==> src/rtl/pwm_pkg.sv <==
// pwm_pkg: shared types and helpers for the PWM ramp controller slice.
// Holds the ramp FSM state encoding, the duty width and the widened
// arithmetic type used for clamping and stepping without overflow.
package pwm_pkg;

    localparam int DUTY_W = 16;
    localparam int CALC_W = DUTY_W + 1;

    typedef logic [CALC_W-1:0] calc_t;

    typedef enum logic [1:0] {
        IDLE      = 2'b00,
        RAMP_UP   = 2'b01,
        HOLD      = 2'b10,
        RAMP_DOWN = 2'b11
    } ramp_state_t;

    function automatic calc_t umin(input calc_t a, input calc_t b);
        return (a < b) ? a : b;
    endfunction

    function automatic calc_t umax(input calc_t a, input calc_t b);
        return (a > b) ? a : b;
    endfunction

endpackage

==> src/rtl/pwm_tic_div.sv <==
// pwm_tic_div: PWM tick divider plus period counter.
// While run is high, tic fires once every TIC_DIV cycles and boundary fires
// on the tick that closes each MODULO-tick period. Both counters sit at zero
// whenever run is low or clear is pulsed, so a fresh start is phase-aligned.
module pwm_tic_div
    import pwm_pkg::*;
#(
    parameter int TIC_DIV = 100,
    parameter int MODULO  = 10000
) (
    input  logic clk,
    input  logic rst,
    input  logic run,
    input  logic clear,
    output logic tic,
    output logic boundary
);

    localparam int DIV_W = (TIC_DIV > 1) ? $clog2(TIC_DIV) : 1;
    localparam int PER_W = (MODULO > 1) ? $clog2(MODULO) : 1;
    localparam logic [DIV_W-1:0] DIV_LAST = DIV_W'(TIC_DIV - 1);
    localparam logic [PER_W-1:0] PER_LAST = PER_W'(MODULO - 1);

    logic [DIV_W-1:0] div_cnt;
    logic [PER_W-1:0] per_cnt;

    assign tic      = run && (div_cnt == DIV_LAST);
    assign boundary = tic && (per_cnt == PER_LAST);

    // Advance the divider every cycle and the period counter on each tick
    always_ff @(posedge clk) begin
        if (rst || clear || !run) begin
            div_cnt <= '0;
            per_cnt <= '0;
        end else if (div_cnt == DIV_LAST) begin
            div_cnt <= '0;
            per_cnt <= (per_cnt == PER_LAST) ? '0 : per_cnt + PER_W'(1);
        end else begin
            div_cnt <= div_cnt + DIV_W'(1);
        end
    end

endmodule

==> src/rtl/pwm_ramp_ctrl.sv <==
// pwm_ramp_ctrl: soft-start / soft-stop sequencer in front of pwm_gen.
// Generates the PWM tick and period-restart pulse and walks the duty
// command toward the clamped host target by RAMP_STEP once per period.
// Duty only ever changes together with o_START, so pwm_gen never sees a
// mid-period update.
// Optional macro PWM_RAMP_SOFTSTOP_EN: when defined, dropping i_ENABLE ramps
// the duty down to zero one step per period; when undefined, dropping
// i_ENABLE stops immediately exactly like i_ABORT.
module pwm_ramp_ctrl
    import pwm_pkg::*;
#(
    parameter int MODULO    = 10000,
    parameter int TIC_DIV   = 100,
    parameter int RAMP_STEP = 10
) (
    input  logic              CLK,
    input  logic              RST,
    input  logic              i_ENABLE,
    input  logic              i_ABORT,
    input  logic [DUTY_W-1:0] i_TARGET,
    input  logic              i_TARGET_WR,
    input  logic [DUTY_W-1:0] i_MIN_DUTY,
    input  logic [DUTY_W-1:0] i_MAX_DUTY,
    output logic              o_PWM_TIC,
    output logic              o_START,
    output logic [DUTY_W-1:0] o_DUTY,
    output logic              o_BUSY,
    output logic              o_AT_TARGET,
    output logic [1:0]        o_STATE
);

    localparam calc_t MOD_C  = calc_t'(MODULO);
    localparam calc_t STEP_C = calc_t'(RAMP_STEP);

    ramp_state_t       state;
    ramp_state_t       step_state;
    ramp_state_t       hold_state;
    logic [DUTY_W-1:0] target_q;
    logic [DUTY_W-1:0] duty_q;
    logic              start_q;

    calc_t ceiling;
    calc_t eff_target;
    calc_t step_target;
    calc_t init_duty;
    calc_t duty_c;
    calc_t up_val;
    calc_t down_raw;
    calc_t down_val;
    calc_t step_duty;

    logic tic;
    logic boundary;
    logic run;
    logic clear;
    logic stop_now;
    logic start_run;
    logic soft_stop;

`ifdef PWM_RAMP_SOFTSTOP_EN
    assign soft_stop = !i_ENABLE;
    assign stop_now  = i_ABORT;
`else
    assign soft_stop = 1'b0;
    assign stop_now  = i_ABORT || (!i_ENABLE && (state != IDLE));
`endif

    assign run       = (state != IDLE);
    assign start_run = (state == IDLE) && i_ENABLE && (eff_target != '0) && !stop_now;
    assign clear     = stop_now || start_run;

    // Latch the host target; a simultaneous abort does not block the write
    always_ff @(posedge CLK) begin
        if (RST) begin
            target_q <= '0;
        end else if (i_TARGET_WR) begin
            target_q <= i_TARGET;
        end
    end

    // Clamp the latched target into [MIN, min(MAX, MODULO)], MAX winning a conflict
    always_comb begin
        ceiling     = umin(calc_t'(i_MAX_DUTY), MOD_C);
        eff_target  = '0;
        if (target_q != '0) begin
            eff_target = umin(umax(calc_t'(target_q), calc_t'(i_MIN_DUTY)), ceiling);
        end
        step_target = soft_stop ? '0 : eff_target;
        init_duty   = umin(calc_t'(i_MIN_DUTY), eff_target);
    end

    // One ramp step toward step_target, never passing it, plus the resulting state
    always_comb begin
        duty_c   = calc_t'(duty_q);
        up_val   = umin(duty_c + STEP_C, step_target);
        down_raw = (duty_c >= STEP_C) ? (duty_c - STEP_C) : '0;
        down_val = umax(down_raw, step_target);
        if (down_val < calc_t'(i_MIN_DUTY)) begin
            down_val = '0;
        end
        step_duty  = duty_c;
        step_state = HOLD;
        if (step_target > duty_c) begin
            step_duty  = up_val;
            step_state = (up_val == step_target) ? HOLD : RAMP_UP;
        end else if (step_target < duty_c) begin
            step_duty = down_val;
            if (down_val == '0) begin
                step_state = IDLE;
            end else if (down_val == step_target) begin
                step_state = HOLD;
            end else begin
                step_state = RAMP_DOWN;
            end
        end else if (duty_c == '0) begin
            step_state = IDLE;
        end
        hold_state = HOLD;
        if (eff_target > duty_c) begin
            hold_state = RAMP_UP;
        end else if (eff_target < duty_c) begin
            hold_state = RAMP_DOWN;
        end
    end

    // Ramp FSM: abort first, then IDLE exit, then per-period duty updates
    always_ff @(posedge CLK) begin
        if (RST) begin
            state   <= IDLE;
            duty_q  <= '0;
            start_q <= 1'b0;
        end else begin
            start_q <= 1'b0;
            if (stop_now) begin
                state   <= IDLE;
                duty_q  <= '0;
                start_q <= 1'b1;
            end else if (start_run) begin
                state   <= RAMP_UP;
                duty_q  <= DUTY_W'(init_duty);
                start_q <= 1'b1;
            end else if (boundary) begin
                start_q <= 1'b1;
                if ((state == HOLD) && !soft_stop) begin
                    state <= hold_state;
                end else begin
                    state  <= step_state;
                    duty_q <= DUTY_W'(step_duty);
                end
            end
        end
    end

    pwm_tic_div #(
        .TIC_DIV (TIC_DIV),
        .MODULO  (MODULO)
    ) u_tic_div (
        .clk      (CLK),
        .rst      (RST),
        .run      (run),
        .clear    (clear),
        .tic      (tic),
        .boundary (boundary)
    );

    assign o_PWM_TIC   = tic;
    assign o_START     = start_q;
    assign o_DUTY      = duty_q;
    assign o_BUSY      = (state != IDLE);
    assign o_STATE     = state;
    assign o_AT_TARGET = (state == HOLD) && (calc_t'(duty_q) == eff_target);

endmodule
==> config.mk <==
export PLATFORM = sky130hd
export DESIGN_NAME = pwm_ramp_ctrl
export DESIGN_NICKNAME = d
export VERILOG_FILES = /design/src/rtl/pwm_pkg.sv /design/src/rtl/pwm_tic_div.sv /design/src/rtl/pwm_ramp_ctrl.sv
export SDC_FILE = /design/constraint.sdc
export NUM_CORES = 1
export LEC_CHECK = 0
export BUFFER_PORTS_ARGS = -buffer_cell sky130_fd_sc_hd__buf_2
export CORE_MARGIN = 2
export CORE_UTILIZATION = 25
export DETAILED_ROUTE_END_ITERATION = 7
export SLEW_MARGIN = 25
export SYNTH_ARGS = -nofsm -noshare
export SYNTH_HDL_FRONTEND = slang
export SYNTH_SLANG_ARGS = --single-unit
==> constraint.sdc <==
create_clock -name CLK -period 17.7 [get_ports CLK]
set_input_delay 0 -clock CLK [delete_from_list [all_inputs] [get_ports CLK]]
set_output_delay 0 -clock CLK [all_outputs]
set_load 0.005 [all_outputs]
==> results.cfg, run 1 <==
[outcome]
status = complete, no violations

[clocking]
clock_latency_ns = 0.32
cts-buffers-inserted = 5
htreeDepth = 2
cts.path.max_buffers = 2
cts_setup_buffers = 0
cts_sinks = 56
root_buffer = clkbuf_16
cts_tree = yes
path_clk_slew_ns = 0.08

[sta]
setup_viol = 0
tightest_slew_ns = 1.08
setup_ws_ns = 6.67
hold_viol = 0
fin_crit_sh = 0.623
maxSlewHeadroom = 0.281
rsz0062_at_grt = false
clock.fmax_mhz = 90.7
slew_violations = 0
final.min_clock_period_ns = 11.03
finalSetupTns_ns = 0
clock_skew_ns = 0.0122

[synth]
synth_cell_types = 86
synth.yosys.seq_area_share = 0.141
netlist_area_mm2 = 0.00796
ys.flop_type = dfxtp_1
ys_top_cells_by_area = ha_1, dfxtp_1, nor2_1, mux2i_1, xnor2_1
ys_ff_latch = 56
yosysWarnings = 0
postSynthAreaPerCell_um2 = 7.52
yosysTopAreaCellShare = 0.179
async_flop_share = 0
synth_area_leader_cell = ha_1
synth-edff-count = 0
synthCells = 1058

[place]
dp_hpwl_mm = 27.0
pre_cts_ws_ns = 6.98
port_buffers = 74
gp_congestion = 1.01
place_inst = 1497

[pwr]
power_mw = 0.684
power_frac_comb = 0.643
peakVddDrop_v = 0.0000437
clkPwrFrac = 0.156
p_per_area_mw_per_mm2 = 75.9
p_leak_nw = 3.96
p_int_mw = 0.338
p_sw_frac = 0.506
p_seq_frac = 0.201
power_switching_mw = 0.346

[flow_run]
drv_cap = 0

[final_layout]
area_growth_pct = 13.3
num-fill-cells = 3405
final-instance-count-excl-fill = 1522
diodes = 0
layout-drive-gt1-share = 0.119
nets = 1286

[global_route]
gr-total-overflow = 0
grt_antenna_before_repair = 0
grt_pass1_vias = 8243
grt_max_degree = 34
track_usage = 0.197
grt_pass1_wl_mm = 50.5

[worst_setup_path]
path_common_cell = o21ai_0
crit_path_end_kind = flip-flop
arrival_ns = 11.23
crit_fanout = 29
crit_type = reg2reg
critPathSlowestCell = a31o_1
worstPathRequired_ns = 17.90
cp-start-kind = flip-flop
critical_path.max_stage_delay_ns = 0.95

[route]
wl_mm = 33.6
drt-initial-drc-count = 1127
dr_total_vias = 8792
wl_per_cell_um = 22.1
met3_length_mm = 2.65
first_pass_iters = 7
wl_met1_mm = 14.4
viasPerCell = 5.78
drc = 0
routed.top_layer = met4
met2WireLength_mm = 14.9
postRouteAntennaNets = 0

[floorplanning]
io_pins = 75
rows = 65
die_w_um = 182
die-area_mm2 = 0.0333
core_mm2 = 0.0315
die-height_um = 182
initial_core_util = 0.253

[worst_hold_path]
hold_class = in2reg
==> worst max-delay path: cells and delay by family, from the launching register on <==
kind | cells | cell delay (ns)
adders and majority gates | 4 | 1.35
and+or+nand+nor | 4 | 1.13
DFF | 1 | 0.38
muxes | 2 | 0.96
buffers and inverters | 4 | 0.94
AOI/OAI and AO/OA | 22 | 6.13
==> metrics by stage <==
stage / instance area [um2] / util / hold WS (ns)
floorplan: 7960 / - / 0.144
global placement: 8700 / 0.276 / 0.241
detailed placement: 8700 / 0.276 / 0.245
CTS: 9010 / 0.286 / 0.119
global route: 9010 / 0.286 / 0.144
finish: 9010 / 0.286 / 0.109
==> per-layer routing <==
metal,global-route usage,vias to the layer above
met3,0.0253,109
met5,0,-
met2,0.311,471
li1,-,4049
met4,0.108,0
met1,0.262,4163
==> power by group through the flow <==
stage | combinational (mW) | sequential (mW) | clock (mW)
2_1_floorplan | 0.292 | 0.136 | 0
3_3_place_gp | 0.417 | 0.140 | 0
3_5_place_dp | 0.418 | 0.140 | 0
4_1_cts | 0.423 | 0.137 | 0.109
5_1_grt | 0.471 | 0.138 | 0.113
6_report | 0.440 | 0.137 | 0.107
==> repair_timing <==
item / in CTS / in global routing
endpoints found under the setup margin: 0 / 0
hold endpoints to repair: 17 / 0
gates resized for setup: 0 / 0
hold buffers: 17 / 0
==> cell usage in the layout, fill, tap and decap left out, types with 32 or more instances in the layout <==
master    netlist  final
nand3_1        32     32
a211oi_1       35     35
mux2i_1        38     38
inv_1          76     76
a21oi_1        50     49
xnor2_1        39     39
o21ai_0        66     66
ha_1          114    114
dfxtp_1        56     56
nand2_1        77     77
nor2_1        109    109
buf_2          13     74
==> final timing paths <==
path,startpoint,to,slack (ns),cells past startpoint
max,target_q[7],o_DUTY[11],6.67,36
min,RST,target_q[4],0.11,2
max reg2reg,target_q[7],o_DUTY[11],6.67,36
min reg2reg,u_tic_div.div_cnt[0],u_tic_div.div_cnt[0],0.44,1
==> cells by family (layout without fill, tap and decap cells) <==
kind of cell / Yosys count / count (layout) / synth area share
adders and majority gates: 114 / 114 / 0.179
DFF: 56 / 56 / 0.141
muxes: 50 / 50 / 0.0657
buffers and inverters: 126 / 187 / 0.0652
and+or+nand+nor: 357 / 357 / 0.227
xor gates and xnor gates: 54 / 54 / 0.0594
other: 1 / 2 / 0.000471
AOI/OAI and AO/OA: 300 / 300 / 0.262
==> state kept, by name, indices dropped and copies added, names as in the netlist <==
signal and flops:
o_DUTY 16, target_q 16, u_tic_div.per_cnt 14, u_tic_div.div_cnt 7, o_STATE 2, o_START 1
==> layout make-up <==
type	instances	area, um2	area share
clock inverters	3	21.3	0.00236
inverters	77	289	0.0321
flip-flops and latches	56	1120	0.124
clock buffers	5	125	0.0139
repair buffers	102	623	0.0691
multi-input cells	877	6330	0.702
well taps	402	503	0.0558
==> synthesized netlist by cell type, types with 11 or more instances <==
master	instances
a211oi_1	35
a21o_1	28
a21oi_1	50
and3_1	15
buf_2	13
clkbuf_1	29
dfxtp_1	56
ha_1	114
inv_1	76
mux2i_1	38
nand2_1	77
nand3_1	32
nand4_1	27
nor2_1	109
nor3_1	20
nor4_1	12
o211ai_1	11
o21ai_0	66
xnor2_1	39
xor2_1	15
Note: power is estimated with default switching activity, not from simulation.
==> inputs of run 2 (changes only) <==
clock period = 11.5 ns   (was 17.7 ns; I/O delays follow)
==> run 2 against run 1 <==
Effect of this change: wire length is 0.11% higher; power is 58% higher; critical endpoint is now o_DUTY[6]; largest power group unchanged; design area is 0.81% higher; critical path type unchanged; maximum frequency is 6.5% higher.
==> results.cfg, run 2 (same netlist as run 1, synthesis figures left out) <==
[outcome]
status = complete, no violations

[worst_setup_path]
cp-start-kind = flip-flop
crit_fanout = 29
r2r_slack_ns = 1.15
crit_path_end = o_DUTY[6]
critical_path.max_stage_delay_ns = 0.73
critPathSlowestCell = a21oi_2
setup.worst_path.start = target_q[7]
worstPathRequired_ns = 11.73
r2r-end = o_DUTY[6]
r2r_cells = 39
crit_type = reg2reg
crit_path_end_kind = flip-flop
arrival_ns = 10.59
timing.rr.start = target_q[7]
path_common_cell = o21ai_0

[final_layout]
area_growth_pct = 14.2
final_area_mm2 = 0.00909
final-instance-count-excl-fill = 1529
num-fill-cells = 3373
layout-drive-gt1-share = 0.123
diodes = 0
mostFrequentLayoutCell = ha_1
nets = 1293
final_cell_mix = ha_1, nor2_1, nand2_1

[floorplanning]
core_mm2 = 0.0315
die-height_um = 182
initial_core_util = 0.253
rows = 65
die_w_um = 182
io_pins = 75
die-area_mm2 = 0.0333

[pwr]
p_per_area_mw_per_mm2 = 119
p_leak_nw = 4.01
peakVddDrop_v = 0.0000631

[sta]
maxSlewHeadroom = 0.323
finalSetupTns_ns = 0
slew_violations = 0
tightest_slew_ns = 1.02
fin_crit_sh = 0.900
clock.fmax_mhz = 96.6
setup_viol = 0
final.min_clock_period_ns = 10.35
clock_skew_ns = 0.00602
hold_viol = 0
rsz0062_at_grt = false

[clocking]
cts_sinks = 56
ctsResizeCount = 0
cts-buffers-inserted = 5
cts_tree = yes
path_clk_slew_ns = 0.08
cts.path.max_buffers = 2
htreeDepth = 2
clock_latency_ns = 0.32
root_buffer = clkbuf_16

[route]
wl_per_cell_um = 22.0
postRouteAntennaNets = 0
drc = 0
first_pass_iters = 8
dr_total_vias = 8763
wl_mm = 33.6
drt-initial-drc-count = 1082
viasPerCell = 5.73

[global_route]
track_usage = 0.198
grt_pass1_vias = 8308
grt_antenna_before_repair = 0
gr-total-overflow = 0
grt_pass1_wl_mm = 50.4
grt_max_degree = 34

[worst_hold_path]
hold_class = in2reg

[place]
place_inst = 1504
gp_congestion = 0.973
port_buffers = 74
place_area_mm2 = 0.00875
dp_hpwl_mm = 26.9

[flow_run]
drv_cap = 0
run 2: cell types whose count changed in the layout (fill, tap and decap cells not counted):
cell	delta
a2111oi_0	+1
bufinv_16	+1
buf_4	+7
clkbuf_1	+1
clkinvlp_4	-1
a2111oi_1	-1
clkinv_2	-1
run 2: cell type report:
class	count	area [um2]	share of cell area
timing repair buffer	109	676	0.0744
inverter	77	289	0.0318
multi-input combinational	877	6330	0.697
clock inverter	2	38.8	0.00427
tap	402	503	0.0554
sequential	56	1120	0.123
clock buffer	6	129	0.0142
run 2: per-stage QoR:
stage                     total power, mW  setup WS [ns]  hold WS (ns)  utilization
after floorplan                     0.660           3.12         0.144            -
after global placement              0.862           1.47         0.235        0.278
after detailed placement            0.864           1.47         0.244        0.278
after CTS                            1.06           1.40         0.122        0.289
after global routing                 1.14          0.424         0.138        0.289
final                                1.08           1.15         0.102        0.289
run 2: worst min-delay path by stage:
stage	start	end	slack, ns	cells past startpoint
6_report	RST	target_q[9]	0.10	2
5_1_grt	RST	target_q[0]	0.14	2
4_1_cts	RST	target_q[7]	0.12	2
3_5_place_dp	i_TARGET[1]	target_q[1]	0.24	3
3_3_place_gp	i_TARGET[4]	target_q[4]	0.24	3
2_1_floorplan	i_ABORT	o_START	0.14	2
run 2: metal layers:
layer	track usage	share of wire	vias up
met4	0.0890	0.046	0
met5	0	0	-
li1	-	-	4056
met1	0.261	0.43	4144
met3	0.0212	0.075	101
met2	0.324	0.45	462
run 2: where the power goes:
part	leakage [nW]	switching (mW)	total, mW	internal (mW)
sequential	0.456	0.0120	0.212	0.200
combinational	3.47	0.437	0.678	0.242
clock	0.0815	0.0843	0.189	0.104
total	4.01	0.533	1.08	0.545
run 2: critical path: cells and delay by family, from the launching register on:
kind / cells / cell delay [ns]
AOI/OAI and AO/OA: 22 / 5.02
adders and majority gates: 4 / 1.28
buffers and inverters: 6 / 1.44
DFF: 1 / 0.40
muxes: 2 / 0.92
and+or+nand+nor: 5 / 1.18
run 2: repair_timing:
item	4_1_cts	5_1_grt
setup endpoints to repair	0	0
hold endpoints to repair	17	0
buffers inserted	0	0
hold buffers	17	0
==> inputs of run 3 (changes only) <==
==> constraint.sdc (replaced) <==
create_clock -name CLK -period 11.5 [get_ports CLK]
set_input_delay 1.15 -clock CLK [delete_from_list [all_inputs] [get_ports CLK]]
set_output_delay 1.15 -clock CLK [all_outputs]
set_load 0.005 [all_outputs]
==> run 3 against run 2 <==
Effect of this change: sequential power barely moved; via count down 0.13%; largest cell class unchanged; clock skew grew 0.0043 ns; non-clock buffer count is 8 lower; maximum frequency decreased by 3.5%; power shrank 1.1%; critical path type is now in2reg; highest routed layer unchanged; global-route usage about the same.
==> results.cfg, run 3 (same netlist as run 1, synthesis figures left out) <==
[outcome]
status = complete, no violations

[worst_setup_path]
critical_path.max_stage_delay_ns = 0.72
path_delay_family = compound AO/OA/AOI/OAI gates
crit_path_end_kind = flip-flop
timing.rr.start = target_q[7]
r2r_slack_ns = 1.47
critPathSlowestCell = a21oi_2
crit_type = in2reg
arrival_ns = 10.97
worstPathRequired_ns = 11.74
r2r_cells = 39
crit_fanout = 29
r2r-end = o_DUTY[6]
cp-start-kind = input port
critPathBufInv = 7

[final_layout]
mostFrequentLayoutCell = ha_1
layout-drive-gt1-share = 0.132
final-instance-count-excl-fill = 1521
final_cell_mix = ha_1, nor2_1, nand2_1
diodes = 0
area_growth_pct = 12.8
num-fill-cells = 3416
nets = 1285

[pwr]
power_frac_comb = 0.640
clkPwrFrac = 0.161
p_leak_nw = 3.97
p_sw_frac = 0.507
p_seq_frac = 0.199
p_int_mw = 0.526
p_per_area_mw_per_mm2 = 119
peakVddDrop_v = 0.0000701
power_switching_mw = 0.541

[sta]
maxSlewHeadroom = 0.318
setup_viol = 0
hold_viol = 0
clock_skew_ns = 0.0103
tightest_slew_ns = 1.02
final.min_clock_period_ns = 10.73
clock.fmax_mhz = 93.2
finalSetupTns_ns = 0
holdWs_ns = 0.449
rsz0062_at_grt = false
slew_violations = 0
fin_crit_sh = 0.933

[floorplanning]
core_mm2 = 0.0315
rows = 65
die-area_mm2 = 0.0333
initial_core_util = 0.253
die_w_um = 182
die-height_um = 182
io_pins = 75

[clocking]
ctsResizeCount = 0
cts.path.max_buffers = 2
cts_sinks = 56
root_buffer = clkbuf_16
cts-buffers-inserted = 5
cts_tree = yes
postCtsHoldBufs = 0
clock_latency_ns = 0.32
cts_setup_buffers = 0
htreeDepth = 2
path_clk_slew_ns = 0.09

[global_route]
grt_pass1_wl_mm = 50.5
grt_max_degree = 34
gr-total-overflow = 0
track_usage = 0.198
grt_antenna_before_repair = 0
grt_pass1_vias = 8084

[route]
wl_per_cell_um = 22.2
drt-initial-drc-count = 912
postRouteAntennaNets = 0
drc = 0
viasPerCell = 5.75
dr_total_vias = 8752
wl_mm = 33.8
first_pass_iters = 6

[place]
port_buffers = 74
dp_hpwl_mm = 27.2
gp_congestion = 0.993
place_inst = 1513

[worst_hold_path]
hold_class = reg2reg
hp-start = u_tic_div.div_cnt[0]
holdPathEnd = u_tic_div.div_cnt[0]
whs_path_depth = 1

[flow_run]
drv_cap = 0
-- run 3: through the flow --
step / utilization / setup WS (ns) / power [mW] / cell area (um2)
floorplan: - / 2.24 / 0.660 / 7960
global placement: 0.280 / 1.05 / 0.870 / 8820
detailed placement: 0.280 / 0.908 / 0.873 / 8820
CTS: 0.285 / 1.20 / 1.04 / 8970
global route: 0.285 / 0.360 / 1.12 / 8970
finish: 0.285 / 0.771 / 1.07 / 8970
-- run 3: worst max path at each step --
stage,startpoint,to,slack (ns),cells after the start
2_1_floorplan,i_MIN_DUTY[15],o_STATE[0],2.24,40
3_3_place_gp,i_MIN_DUTY[11],o_STATE[1],1.05,40
3_5_place_dp,i_MIN_DUTY[11],o_DUTY[6],0.91,41
4_1_cts,i_MIN_DUTY[11],o_DUTY[6],1.20,41
5_1_grt,i_MIN_DUTY[11],o_DUTY[6],0.36,41
6_report,i_MIN_DUTY[11],o_DUTY[6],0.77,41
-- run 3: area by class of cell --
| type | instances | area [um2] | share of cell area |
|---|---|---|---|
| clock inverters | 3 | 27.5 | 0.00307 |
| multi-input cells | 877 | 6340 | 0.706 |
| repair buffers | 101 | 573 | 0.0639 |
| well taps | 402 | 503 | 0.0560 |
| flip-flops and latches | 56 | 1120 | 0.125 |
| clock buffers | 5 | 125 | 0.0139 |
| inverters | 77 | 289 | 0.0322 |
-- run 3: power groups by stage --
stage | clock network [mW] | registers, mW | logic, mW
floorplan | 0 | 0.210 | 0.450
global placement | 0 | 0.216 | 0.654
detailed placement | 0 | 0.216 | 0.657
CTS | 0.171 | 0.211 | 0.659
global route | 0.180 | 0.213 | 0.730
finish | 0.172 | 0.212 | 0.683
-- run 3: routing by layer --
layer	GRT usage	vias up	wire (um)
met5	0	-	0
met3	0.0194	100	2480
met4	0.0984	0	1710
li1	-	4048	-
met2	0.321	459	15100
met1	0.261	4145	14500
